==> config.mk <==
export PLATFORM = sky130hd
export DESIGN_NAME = walk_service_controller_flat
export DESIGN_NICKNAME = d
export VERILOG_FILES = /design/src/rtl/walk_service_controller_pkg.sv /design/src/rtl/walk_service_controller_if.sv /design/src/rtl/walk_service_controller_phase_timer.sv /design/src/rtl/walk_service_controller.sv /design/src/flat_wrapper.sv
export SDC_FILE = /design/constraint.sdc
export NUM_CORES = 1
export LEC_CHECK = 0
export ABC_AREA = 1
export CAP_MARGIN = 30
export CORE_MARGIN = 2
export CORE_UTILIZATION = 50
export DETAILED_ROUTE_END_ITERATION = 16
export HOLD_SLACK_MARGIN = 0.08
export PLACE_DENSITY_LB_ADDON = 0.12
export SETUP_SLACK_MARGIN = 0.05
export SYNTH_ARGS = -nofsm -noshare
export SYNTH_HDL_FRONTEND = slang
export SYNTH_SLANG_ARGS = --single-unit
==> constraint.sdc <==
create_clock -name Clk -period 1.7 [get_ports Clk]
set_input_delay 0.34 -clock Clk [delete_from_list [all_inputs] [get_ports Clk]]
set_output_delay 0.34 -clock Clk [all_outputs]
set_load 0.03 [all_outputs]
==> src/rtl/walk_service_controller_pkg.sv <==
// traffic_pkg: phase states and default timing shared by the walk service controller.
package traffic_pkg;
    typedef enum logic [2:0] {IDLE, REQ, WALK, FLASH, CLEAR, LOCKOUT} state_t;
    localparam int TW_DEF = 8;
    localparam logic [7:0] WALK_TIME_DEF = 8'd10;
    localparam logic [7:0] FLASH_TIME_DEF = 8'd6;
    localparam logic [7:0] CLEAR_TIME_DEF = 8'd2;
    localparam logic [7:0] MIN_GAP_DEF = 8'd20;
endpackage

==> src/rtl/walk_service_controller_if.sv <==
// walk_service_controller_if: request-latch, main-road and lamp signals of the walk controller.
interface walk_service_controller_if;
    logic Tick, WR, Main_Safe;
    logic WR_Reset, Main_Hold, Walk_Lamp, DontWalk_Lamp, Fault;
    modport master (output Tick, WR, Main_Safe, input WR_Reset, Main_Hold, Walk_Lamp, DontWalk_Lamp, Fault);
    modport slave (input Tick, WR, Main_Safe, output WR_Reset, Main_Hold, Walk_Lamp, DontWalk_Lamp, Fault);
endinterface

==> src/rtl/walk_service_controller_phase_timer.sv <==
// phase_timer: loadable down-counter advanced by Tick; Done flags the last counted tick of a phase.
module phase_timer #(
    parameter int TW = 8
) (
    input  logic          Clk,
    input  logic          Reset_n,
    input  logic          Load,
    input  logic [TW-1:0] Value,
    input  logic          Tick,
    output logic          Done
);
    logic [TW-1:0] count;
    always_ff @(posedge Clk or negedge Reset_n) begin
        if (!Reset_n) count <= '0;
        else if (Load) count <= Value;
        else if (Tick && count != '0) count <= count - TW'(1);
    end
    assign Done = Tick && count == TW'(1);
endmodule

==> src/rtl/walk_service_controller.sv <==
// walk_service_controller: services latched walk requests by holding the main road and sequencing
// the walk, flash and clearance lamps, followed by a lockout gap.
module walk_service_controller
    import traffic_pkg::*;
#(
    parameter int          TW         = TW_DEF,
    parameter logic [TW-1:0] WALK_TIME  = TW'(WALK_TIME_DEF),
    parameter logic [TW-1:0] FLASH_TIME = TW'(FLASH_TIME_DEF),
    parameter logic [TW-1:0] CLEAR_TIME = TW'(CLEAR_TIME_DEF),
    parameter logic [TW-1:0] MIN_GAP    = TW'(MIN_GAP_DEF)
) (
    input logic Clk,
    input logic Reset_n,
    walk_service_controller_if.slave bus
);
    state_t state, state_next;
    logic load, done;
    logic [TW-1:0] load_value;
    logic wr_reset_q, hold_q, walk_q, dw_q, fault_q;
    logic wr_reset_d, hold_d, walk_d, dw_d, fault_d;
    logic released;

    phase_timer #(.TW(TW)) timer (
        .Clk(Clk), .Reset_n(Reset_n), .Load(load), .Value(load_value), .Tick(bus.Tick), .Done(done)
    );

    // Losing Main_Safe while pedestrians are released overrides any phase timing.
    assign released = state == WALK || state == FLASH;

    always_comb begin
        state_next = state;
        case (state)
            IDLE:    if (bus.WR) state_next = REQ;
            REQ:     if (bus.Main_Safe) state_next = WALK;
            WALK:    if (!bus.Main_Safe) state_next = CLEAR; else if (done) state_next = FLASH;
            FLASH:   if (!bus.Main_Safe || done) state_next = CLEAR;
            CLEAR:   if (done) state_next = LOCKOUT;
            LOCKOUT: if (done) state_next = IDLE;
            default: state_next = IDLE;
        endcase
        load = state_next != state;
        load_value = state_next == WALK ? WALK_TIME :
                     state_next == FLASH ? FLASH_TIME :
                     state_next == CLEAR ? CLEAR_TIME : MIN_GAP;
        hold_d = state_next inside {REQ, WALK, FLASH, CLEAR};
        walk_d = state_next == WALK;
        dw_d = (state_next == FLASH && state == FLASH) ? dw_q ^ bus.Tick : state_next != WALK;
        wr_reset_d = state_next == WALK && state != WALK;
        fault_d = fault_q || (released && !bus.Main_Safe);
    end

    always_ff @(posedge Clk or negedge Reset_n) begin
        if (!Reset_n) begin
            state <= IDLE;
            wr_reset_q <= 1'b0;
            hold_q <= 1'b0;
            walk_q <= 1'b0;
            dw_q <= 1'b1;
            fault_q <= 1'b0;
        end else begin
            state <= state_next;
            wr_reset_q <= wr_reset_d;
            hold_q <= hold_d;
            walk_q <= walk_d;
            dw_q <= dw_d;
            fault_q <= fault_d;
        end
    end

    assign bus.WR_Reset = wr_reset_q;
    assign bus.Main_Hold = hold_q;
    assign bus.Walk_Lamp = walk_q;
    assign bus.DontWalk_Lamp = dw_q;
    assign bus.Fault = fault_q;
endmodule

==> src/flat_wrapper.sv <==
// flat-port wrapper written by rule: the top's interface ports become plain ports
module walk_service_controller_flat import traffic_pkg::*;
#(
    parameter int          TW         = TW_DEF,
    parameter logic [TW-1:0] WALK_TIME  = TW'(WALK_TIME_DEF),
    parameter logic [TW-1:0] FLASH_TIME = TW'(FLASH_TIME_DEF),
    parameter logic [TW-1:0] CLEAR_TIME = TW'(CLEAR_TIME_DEF),
    parameter logic [TW-1:0] MIN_GAP    = TW'(MIN_GAP_DEF)
)
  (Clk, Reset_n, bus_Tick, bus_WR, bus_Main_Safe, bus_WR_Reset, bus_Main_Hold, bus_Walk_Lamp, bus_DontWalk_Lamp, bus_Fault);
  walk_service_controller_if bus_i ();
  input logic Clk;
  input logic Reset_n;
  input wire logic [$bits(bus_i.Tick)-1:0] bus_Tick;
  input wire logic [$bits(bus_i.WR)-1:0] bus_WR;
  input wire logic [$bits(bus_i.Main_Safe)-1:0] bus_Main_Safe;
  output wire logic [$bits(bus_i.WR_Reset)-1:0] bus_WR_Reset;
  output wire logic [$bits(bus_i.Main_Hold)-1:0] bus_Main_Hold;
  output wire logic [$bits(bus_i.Walk_Lamp)-1:0] bus_Walk_Lamp;
  output wire logic [$bits(bus_i.DontWalk_Lamp)-1:0] bus_DontWalk_Lamp;
  output wire logic [$bits(bus_i.Fault)-1:0] bus_Fault;
  assign bus_i.Tick = bus_Tick;
  assign bus_i.WR = bus_WR;
  assign bus_i.Main_Safe = bus_Main_Safe;
  assign bus_WR_Reset = bus_i.WR_Reset;
  assign bus_Main_Hold = bus_i.Main_Hold;
  assign bus_Walk_Lamp = bus_i.Walk_Lamp;
  assign bus_DontWalk_Lamp = bus_i.DontWalk_Lamp;
  assign bus_Fault = bus_i.Fault;
  walk_service_controller #(.TW(TW), .WALK_TIME(WALK_TIME), .FLASH_TIME(FLASH_TIME), .CLEAR_TIME(CLEAR_TIME), .MIN_GAP(MIN_GAP)) u_core (.Clk(Clk), .Reset_n(Reset_n), .bus(bus_i));
endmodule
==> results of run 1 <==
## logic make-up after synthesis
logic type      Yosys count
xor+xnor                  7
simple gates             73
buf+inv                  20
flops                    16
compound gates            9
fa+ha+maj                 3
## state kept, by name, indices dropped and copies added, names as in the netlist
signal,cells
u_core.bus.WR_Reset,1
u_core.bus.DontWalk_Lamp,1
u_core.bus.Main_Hold,1
u_core.bus.Walk_Lamp,1
u_core.timer.count,8
u_core.bus.Fault,1
u_core.state,3
## worst min-delay path by stage
stage,start,to,slack (ps),cells past startpoint
floorplan,Reset_n,u_core.bus.Fault$_DFF_PN0_,40,0
global placement,u_core.bus.Fault$_DFF_PN0_,u_core.bus.Fault$_DFF_PN0_,450,2
detailed placement,u_core.bus.Fault$_DFF_PN0_,u_core.bus.Fault$_DFF_PN0_,460,2
CTS,Reset_n,u_core.bus.Fault$_DFF_PN0_,310,1
global route,Reset_n,u_core.bus.Fault$_DFF_PN0_,290,1
finish,Reset_n,u_core.bus.Fault$_DFF_PN0_,310,1
## worst max-delay path, delay by kind of cell (launching register included)
kind / cells / cell delay (ps)
adder cells (fa/ha/maj): 1 / 120
buffers and inverters: 2 / 130
AND/OR/NAND/NOR: 9 / 740
flip-flops: 1 / 390
AO/OA/AOI/OAI: 1 / 220
## layout make-up
| cell class | instances | area [µm²] |
|---|---|---|
| multi-input cells | 92 | 609.3 |
| fillers | 178 | 555.5 |
| inverters | 20 | 82.58 |
| clock buffers | 4 | 26.28 |
| well taps | 27 | 33.78 |
| repair buffers | 29 | 252.7 |
| flip-flops and latches | 16 | 401.6 |
## metrics by stage
| step | utilization | power (mW) | area [µm²] | setup TNS, ps |
|---|---|---|---|---|
| 2_1_floorplan | - | 1.901 | 1037 | 0 |
| 3_3_place_gp | 0.6531 | 2.439 | 1281 | -1602 |
| 3_5_place_dp | 0.6531 | 2.472 | 1281 | -1854 |
| 4_1_cts | 0.6779 | 2.760 | 1330 | -44.56 |
| 5_1_grt | 0.7168 | 3.245 | 1406 | -1074 |
| 6_report | 0.7168 | 2.954 | 1406 | -22.05 |
## routing by layer
layer  track usage  routed length [µm]
met1        0.2893                 998
met2        0.3000                1004
met3       0.05152                 122
met4        0.1019                  45
met5             0                   0
## power groups by stage
stage	registers, mW	clock network, mW	logic [mW]
finish	0.660	0.205	2.09
CTS	0.654	0.215	1.89
floorplan	0.722	0	1.18
global route	0.682	0.239	2.33
global placement	0.658	0	1.78
detailed placement	0.664	0	1.81
## placed cells by master, fill, tap and decap left out, types with 2 or more instances in the layout
cell type | synthesis | routed
buf_6 | 0 | 2
dlygate4sd2_1 | 0 | 2
nor2_1 | 8 | 6
clkinv_1 | 2 | 2
nand2_2 | 3 | 6
xor2_1 | 4 | 4
clkbuf_4 | 0 | 3
nand3_4 | 1 | 2
nand2_1 | 30 | 27
dlymetal6s2s_1 | 0 | 3
buf_4 | 0 | 18
nand4_1 | 5 | 5
o21ai_0 | 2 | 2
nor2_4 | 2 | 3
dfrtp_1 | 15 | 15
clkdlybuf4s50_1 | 0 | 4
nand3b_1 | 2 | 2
xnor2_1 | 3 | 3
nor2_2 | 4 | 5
inv_2 | 4 | 4
inv_1 | 13 | 12
nand3_1 | 11 | 11
ha_1 | 3 | 2
## timing repair
| action | in CTS | in global routing |
|---|---|---|
| hold buffers | 0 | 0 |
| endpoints found under the setup margin | 11 | 13 |
| pin swaps | 0 | 4 |
| gates resized for setup | 4 | 17 |
| hold endpoints to repair | 0 | 0 |
| setup buffers | 2 | 2 |
==> run_summary.xml, run 1 <==
<?xml version="1.0" encoding="UTF-8"?>
<metrics>
  <group name="yosys">
    <metric name="synth_seq_cells" unit="">16</metric>
    <metric name="simple_gate_share_of_the_synthesized_area" unit="">0.3872</metric>
    <metric name="synth.cells.most_frequent" unit="">nand2_1, dfrtp_1, inv_1</metric>
    <metric name="synth-compound-area-share" unit="">0.05308</metric>
    <metric name="synth_top_area_cell" unit="">dfrtp_1</metric>
    <metric name="synth.most_common_cell" unit="">nand2_1</metric>
    <metric name="avg_cell_area_syn" unit="µm²">8.103</metric>
    <metric name="fraction_of_synthesized_cell_area_taken_by_the_top_area_cell_type" unit="">0.3619</metric>
    <metric name="async_flop_share" unit="">1.000</metric>
    <metric name="synth.area.top_cells" unit="">dfrtp_1, nand2_1, nand3_1</metric>
    <metric name="main_combinational_cell_family_by_area_after_synthesis" unit="">simple AND/OR/NAND/NOR gates</metric>
    <metric name="yosys-mux-area-fraction" unit="">0</metric>
    <metric name="synth_enable_flop_cells" unit="">0</metric>
    <metric name="synth-main-ff-cell" unit="">dfrtp_1</metric>
    <metric name="synth-seq-area-share" unit="">0.3872</metric>
    <metric name="ys.warnings.count" unit="">0</metric>
    <metric name="synth_area_in_adders" unit="">0.03619</metric>
    <metric name="yosys.area_share.xor_xnor" unit="">0.05911</metric>
    <metric name="synth.lib_cells_used.distinct" unit="">31</metric>
    <metric name="synth_fp_nets" unit="">136</metric>
    <metric name="post_synth_instance_area" unit="µm²">1037</metric>
    <metric name="post_synth_inst_count" unit="">128</metric>
  </group>
  <group name="detailed_routing">
    <metric name="route.detailed.wl_per_inst" unit="µm">11.55</metric>
    <metric name="drc" unit="">0</metric>
    <metric name="drt-total-wl" unit="mm">2.171</metric>
    <metric name="drt_iter0_drc" unit="">20</metric>
    <metric name="dr.pass1.iters" unit="">4</metric>
    <metric name="route.vias.total" unit="">917</metric>
    <metric name="avgViaCountPerCell" unit="">4.878</metric>
    <metric name="antenna_left" unit="">0</metric>
  </group>
  <group name="sta">
    <metric name="finalClockSkew" unit="ps">2.111</metric>
    <metric name="final.setup.worst_slack" unit="ps">-9.750</metric>
    <metric name="period_minus_slack" unit="ps">1710</metric>
    <metric name="max-slew-margin-rel" unit="">0.7788</metric>
    <metric name="report.final.slew_viol_count" unit="">0</metric>
    <metric name="rsz0062_at_grt" unit="">true</metric>
    <metric name="timing.fmax" unit="MHz">584.9</metric>
    <metric name="final.period_utilization" unit="">1.006</metric>
    <metric name="setup_violations" unit="">4</metric>
    <metric name="timing.hold.ws" unit="ps">308.2</metric>
    <metric name="hold_viol" unit="">0</metric>
    <metric name="worst_margin_slew" unit="ps">330.7</metric>
  </group>
  <group name="layout">
    <metric name="post_route_cells_drive_above_1_share" unit="">0.3354</metric>
    <metric name="area.growth.synth_to_final" unit="%">35.59</metric>
    <metric name="antennaDiodeCount" unit="">0</metric>
    <metric name="layout.nets" unit="">170</metric>
    <metric name="instances_no_fill" unit="">188</metric>
  </group>
  <group name="outcome">
    <metric name="run_status" unit="">finished with violations</metric>
    <metric name="failed_checks" unit="">setup timing</metric>
  </group>
  <group name="setup_path">
    <metric name="worstSetupPathType" unit="">reg -&gt; reg</metric>
    <metric name="reg2reg_from" unit="">u_core.timer.count[1]$_DFFE_PN0P_</metric>
    <metric name="minimum_setup_slack_among_reg_to_reg_paths" unit="ps">-10</metric>
    <metric name="crit_arrival" unit="ps">1890</metric>
    <metric name="cp_slowest_cell" unit="">dfrtp_1</metric>
    <metric name="end_point_of_the_critical_path" unit="">u_core.timer.count[4]$_DFFE_PN0P_</metric>
    <metric name="endpoint_kind" unit="">flip-flop</metric>
    <metric name="crit_path_cell_trace" unit="">inv_2 &gt; ha_4 &gt; nand2_2 &gt; inv_1 &gt; nand2_1 &gt; nor2_2 &gt; nor2_4 &gt; nor2_4 &gt; nand3_4 &gt; o21bai_1 &gt; nand2_2 &gt; nand3_1 &gt; nand2_1</metric>
    <metric name="cp-start-kind" unit="">flip-flop</metric>
    <metric name="timing.critical_path.slowest_cell_delay" unit="ps">390</metric>
    <metric name="critical_path.reg2reg.endpoint" unit="">u_core.timer.count[4]$_DFFE_PN0P_</metric>
    <metric name="r2r.worst_path.cells" unit="">13</metric>
    <metric name="timing.critical_path.fanout_max" unit="">5</metric>
    <metric name="crit_start" unit="">u_core.timer.count[1]$_DFFE_PN0P_</metric>
    <metric name="worst_ep_required_time" unit="ps">1880</metric>
  </group>
  <group name="power">
    <metric name="power_switching_share" unit="">0.4774</metric>
    <metric name="powerDensity" unit="nW/µm²">2101</metric>
    <metric name="sequentialPowerShare" unit="">0.223</metric>
    <metric name="power.clock.fraction" unit="">0.069</metric>
    <metric name="power.static_leakage" unit="nW">0.7369</metric>
    <metric name="power.combinational.fraction" unit="">0.707</metric>
    <metric name="worst_ir_drop_vdd" unit="V">0.001297</metric>
    <metric name="net-switching-power" unit="mW">1.410</metric>
    <metric name="internal_power_summed_over_all_cells" unit="mW">1.544</metric>
  </group>
  <group name="global_route">
    <metric name="grtUsageTotal" unit="">0.2080</metric>
    <metric name="first_global_vias" unit="">883</metric>
    <metric name="first_pass_grt_wire_length" unit="mm">3.836</metric>
    <metric name="grt_start_max_net_pins" unit="">11</metric>
    <metric name="grt_overflow_total" unit="">0</metric>
    <metric name="number_of_antenna_violations_at_the_first_check_in_global_routing" unit="">0</metric>
  </group>
  <group name="placed_design">
    <metric name="dp_hpwl" unit="mm">1.740</metric>
    <metric name="placed_cells_incl_taps" unit="">180</metric>
    <metric name="buffers_on_ports" unit="">9</metric>
    <metric name="routabilityCongestion" unit="">0.9742</metric>
    <metric name="detailedPlace.worstSlack" unit="ps">-248.4</metric>
  </group>
  <group name="floorplanning">
    <metric name="floorplan.core_area" unit="µm²">1962</metric>
    <metric name="die_area" unit="µm²">2455</metric>
    <metric name="die-width" unit="µm">49.55</metric>
    <metric name="die_h" unit="µm">49.55</metric>
    <metric name="io_pins" unit="">10</metric>
    <metric name="num_rows" unit="">16</metric>
    <metric name="initial_utilization" unit="">0.5287</metric>
  </group>
  <group name="cts">
    <metric name="clock_insertion_delay_worst_skew" unit="ps">290</metric>
    <metric name="worst_setup_hold_path_clk_slew" unit="ps">80</metric>
    <metric name="htree_num_levels" unit="">1</metric>
    <metric name="tritoncts_clock_tree" unit="">yes</metric>
    <metric name="cts_made_buffers" unit="">3</metric>
    <metric name="clock_tree_root" unit="">clkbuf_4</metric>
    <metric name="cts_num_sinks" unit="">16</metric>
    <metric name="max-clock-path-buffers" unit="">2</metric>
  </group>
  <group name="job">
    <metric name="drv.max_cap_violation_count" unit="">0</metric>
  </group>
  <group name="worst_hold_path">
    <metric name="holdCritPathClass" unit="">in -&gt; async</metric>
  </group>
</metrics>
Power figures use the tool's default switching activity.
==> run 2, diff against run 1 <==
--- a/config.mk
+++ b/config.mk
@@ -9,8 +9,10 @@
 export CAP_MARGIN = 30
 export CORE_MARGIN = 2
 export CORE_UTILIZATION = 50
+export CTS_CLUSTER_DIAMETER = 40
 export DETAILED_ROUTE_END_ITERATION = 16
 export HOLD_SLACK_MARGIN = 0.08
+export MAX_ROUTING_LAYER = met4
 export PLACE_DENSITY_LB_ADDON = 0.12
 export SETUP_SLACK_MARGIN = 0.05
 export SYNTH_ARGS = -nofsm -noshare
==> run 2 against run 1 <==
Net effect:
- the run still ends with setup timing left
- combinational power up 7%
- clock power is 30% higher
- critical path depth increased by 2
- non-clock buffer count fell by 2
- register-to-register slack got worse by 50 ps
- maximum frequency shrank 2.9%
- largest power group unchanged
==> run_summary.xml, run 2 (synthesis results as in run 1) <==
<?xml version="1.0" encoding="UTF-8"?>
<metrics>
  <group name="outcome">
    <metric name="run_status" unit="">finished with violations</metric>
    <metric name="failed_checks" unit="">setup timing</metric>
  </group>
  <group name="sta">
    <metric name="final.period_utilization" unit="">1.036</metric>
    <metric name="final.setup.worst_slack" unit="ps">-60.90</metric>
    <metric name="timing.hold.ws" unit="ps">337.6</metric>
    <metric name="rsz0062_at_grt" unit="">true</metric>
    <metric name="worst_margin_slew" unit="ps">326.3</metric>
    <metric name="max-slew-margin-rel" unit="">0.7833</metric>
    <metric name="hold_viol" unit="">0</metric>
    <metric name="period_minus_slack" unit="ps">1761</metric>
    <metric name="finalClockSkew" unit="ps">6.945</metric>
    <metric name="report.final.slew_viol_count" unit="">0</metric>
    <metric name="timing.fmax" unit="MHz">567.9</metric>
    <metric name="setup_violations" unit="">5</metric>
  </group>
  <group name="floorplanning">
    <metric name="io_pins" unit="">10</metric>
    <metric name="num_rows" unit="">16</metric>
    <metric name="floorplan.core_area" unit="µm²">1962</metric>
    <metric name="die-width" unit="µm">49.55</metric>
    <metric name="die_h" unit="µm">49.55</metric>
    <metric name="initial_utilization" unit="">0.5287</metric>
    <metric name="die_area" unit="µm²">2455</metric>
  </group>
  <group name="layout">
    <metric name="final_cell_mix" unit="">nand2_1, dfrtp_1, buf_4, inv_1, nand3_1</metric>
    <metric name="final_cell_area" unit="µm²">1440</metric>
    <metric name="layout.nets" unit="">168</metric>
    <metric name="instances_no_fill" unit="">186</metric>
    <metric name="area.growth.synth_to_final" unit="%">38.84</metric>
    <metric name="layout.cells.most_common" unit="">nand2_1</metric>
    <metric name="antennaDiodeCount" unit="">0</metric>
    <metric name="top_regs" unit="">u_core.timer.count (8), u_core.state (3)</metric>
    <metric name="top_register" unit="">u_core.timer.count</metric>
    <metric name="postLayoutCoreUtil" unit="">0.7341</metric>
    <metric name="area_taken_by_flip_flops_and_latches" unit="µm²">401.6</metric>
    <metric name="number_of_flip_flops_in_the_largest_register" unit="">8</metric>
    <metric name="count_of_filler_cells_inserted_in_the_layout" unit="">157</metric>
    <metric name="footprint_of_the_multi_input_gates" unit="µm²">648.1</metric>
    <metric name="post_route_cells_drive_above_1_share" unit="">0.3774</metric>
  </group>
  <group name="setup_path">
    <metric name="cp-start-kind" unit="">flip-flop</metric>
    <metric name="worstSetupPathType" unit="">reg -&gt; reg</metric>
    <metric name="crit_arrival" unit="ps">1970</metric>
    <metric name="worst_ep_required_time" unit="ps">1910</metric>
    <metric name="timing.critical_path.fanout_max" unit="">6</metric>
    <metric name="endpoint_kind" unit="">flip-flop</metric>
  </group>
  <group name="cts">
    <metric name="clock_insertion_delay_worst_skew" unit="ps">300</metric>
    <metric name="cts_num_sinks" unit="">16</metric>
    <metric name="tritoncts_clock_tree" unit="">yes</metric>
    <metric name="cts_made_buffers" unit="">3</metric>
    <metric name="htree_num_levels" unit="">1</metric>
    <metric name="cts-hold-fix-buffers" unit="">0</metric>
    <metric name="max-clock-path-buffers" unit="">2</metric>
    <metric name="clock_tree_root" unit="">clkbuf_4</metric>
    <metric name="worst_setup_hold_path_clk_slew" unit="ps">100</metric>
  </group>
  <group name="detailed_routing">
    <metric name="drc" unit="">0</metric>
    <metric name="route.vias.total" unit="">956</metric>
    <metric name="dr.pass1.iters" unit="">4</metric>
    <metric name="drt_iter0_drc" unit="">21</metric>
    <metric name="avgViaCountPerCell" unit="">5.140</metric>
    <metric name="route.detailed.wl_per_inst" unit="µm">13.02</metric>
    <metric name="antenna_left" unit="">0</metric>
    <metric name="drt-total-wl" unit="mm">2.422</metric>
  </group>
  <group name="placed_design">
    <metric name="routabilityCongestion" unit="">0.9650</metric>
    <metric name="placed_cells_incl_taps" unit="">180</metric>
    <metric name="detailedPlace.worstSlack" unit="ps">-260.3</metric>
    <metric name="placed_cell_area" unit="µm²">1281</metric>
    <metric name="dp_hpwl" unit="mm">1.730</metric>
    <metric name="buffers_on_ports" unit="">9</metric>
  </group>
  <group name="job">
    <metric name="drv.max_cap_violation_count" unit="">0</metric>
  </group>
  <group name="worst_hold_path">
    <metric name="holdCritPathClass" unit="">in -&gt; async</metric>
  </group>
  <group name="global_route">
    <metric name="first_global_vias" unit="">888</metric>
    <metric name="grt_overflow_total" unit="">0</metric>
    <metric name="number_of_antenna_violations_at_the_first_check_in_global_routing" unit="">0</metric>
    <metric name="grtUsageTotal" unit="">0.2184</metric>
    <metric name="first_pass_grt_wire_length" unit="mm">3.898</metric>
    <metric name="grt_start_max_net_pins" unit="">17</metric>
  </group>
  <group name="power">
    <metric name="worst_ir_drop_vdd" unit="V">0.001252</metric>
    <metric name="power.static_leakage" unit="nW">0.7358</metric>
    <metric name="powerDensity" unit="nW/µm²">2202</metric>
  </group>
</metrics>
## run 2: layer usage
metal  vias to the layer above  part of all wire  track usage
met5                         -                 0            -
met4                         0             0.019       0.1065
met3                         5             0.064      0.03939
met2                        35              0.48       0.3489
met1                       444              0.43       0.2660
li1                        472                 -            -
## run 2: power breakdown
group	total [mW]	switching, mW	internal (mW)
Combinational	2.24	1.30	0.943
Clock	0.266	0.135	0.131
Sequential	0.661	0.125	0.535
Total	3.17	1.56	1.61
## run 2: final timing paths
| path | startpoint | end | slack, ps | cells past startpoint |
|---|---|---|---|---|
| min | Reset_n | u_core.bus.WR_Reset$_DFF_PN0_ | 340 | 2 |
| max | u_core.timer.count[1]$_DFFE_PN0P_ | u_core.timer.count[2]$_DFFE_PN0P_ | -60 | 15 |
| min reg2reg | u_core.bus.Fault$_DFF_PN0_ | u_core.bus.Fault$_DFF_PN0_ | 470 | 2 |
| max reg2reg | u_core.timer.count[1]$_DFFE_PN0P_ | u_core.timer.count[2]$_DFFE_PN0P_ | -60 | 15 |
| min in group Clk | u_core.bus.Fault$_DFF_PN0_ | u_core.bus.Fault$_DFF_PN0_ | 470 | 2 |
| max in group asynchronous | Reset_n | u_core.bus.DontWalk_Lamp$_DFF_PN1_ | 1110 | 2 |
## run 2: what timing repair did
action,CTS,global route
pin swaps,1,8
endpoints found under the hold margin,0,0
gates resized for setup,15,20
setup endpoints to repair,13,12
buffers inserted,0,2
## run 2: stage by stage
stage                     total power, mW  TNS, ps
after global routing                3.415    -1275
after global placement              2.446    -1613
after floorplan                     1.901        0
after CTS                           2.854   -42.24
final                               3.171   -212.5
after detailed placement            2.472    -2165
## run 2: worst max-delay path, cell delays in order, from the launching register on
cell and delay (ps):
dfrtp_1 400, inv_2 80, ha_4 140, nand2_4 50, inv_2 50, nand2_2 50, nor2_4 130, nor2_4 60
nor2_4 100, nand3_4 130, nand2_8 120, nand3b_4 120, inv_4 90, nand2_1 50, nand2_1 50, inv_1 40
## run 2: layout make-up
class	count	share of cell area
clock buffer	4	0.02520
inverter	20	0.05734
multi-input combinational	92	0.4500
sequential	16	0.2789
tap	27	0.02346
timing repair buffer	27	0.1651
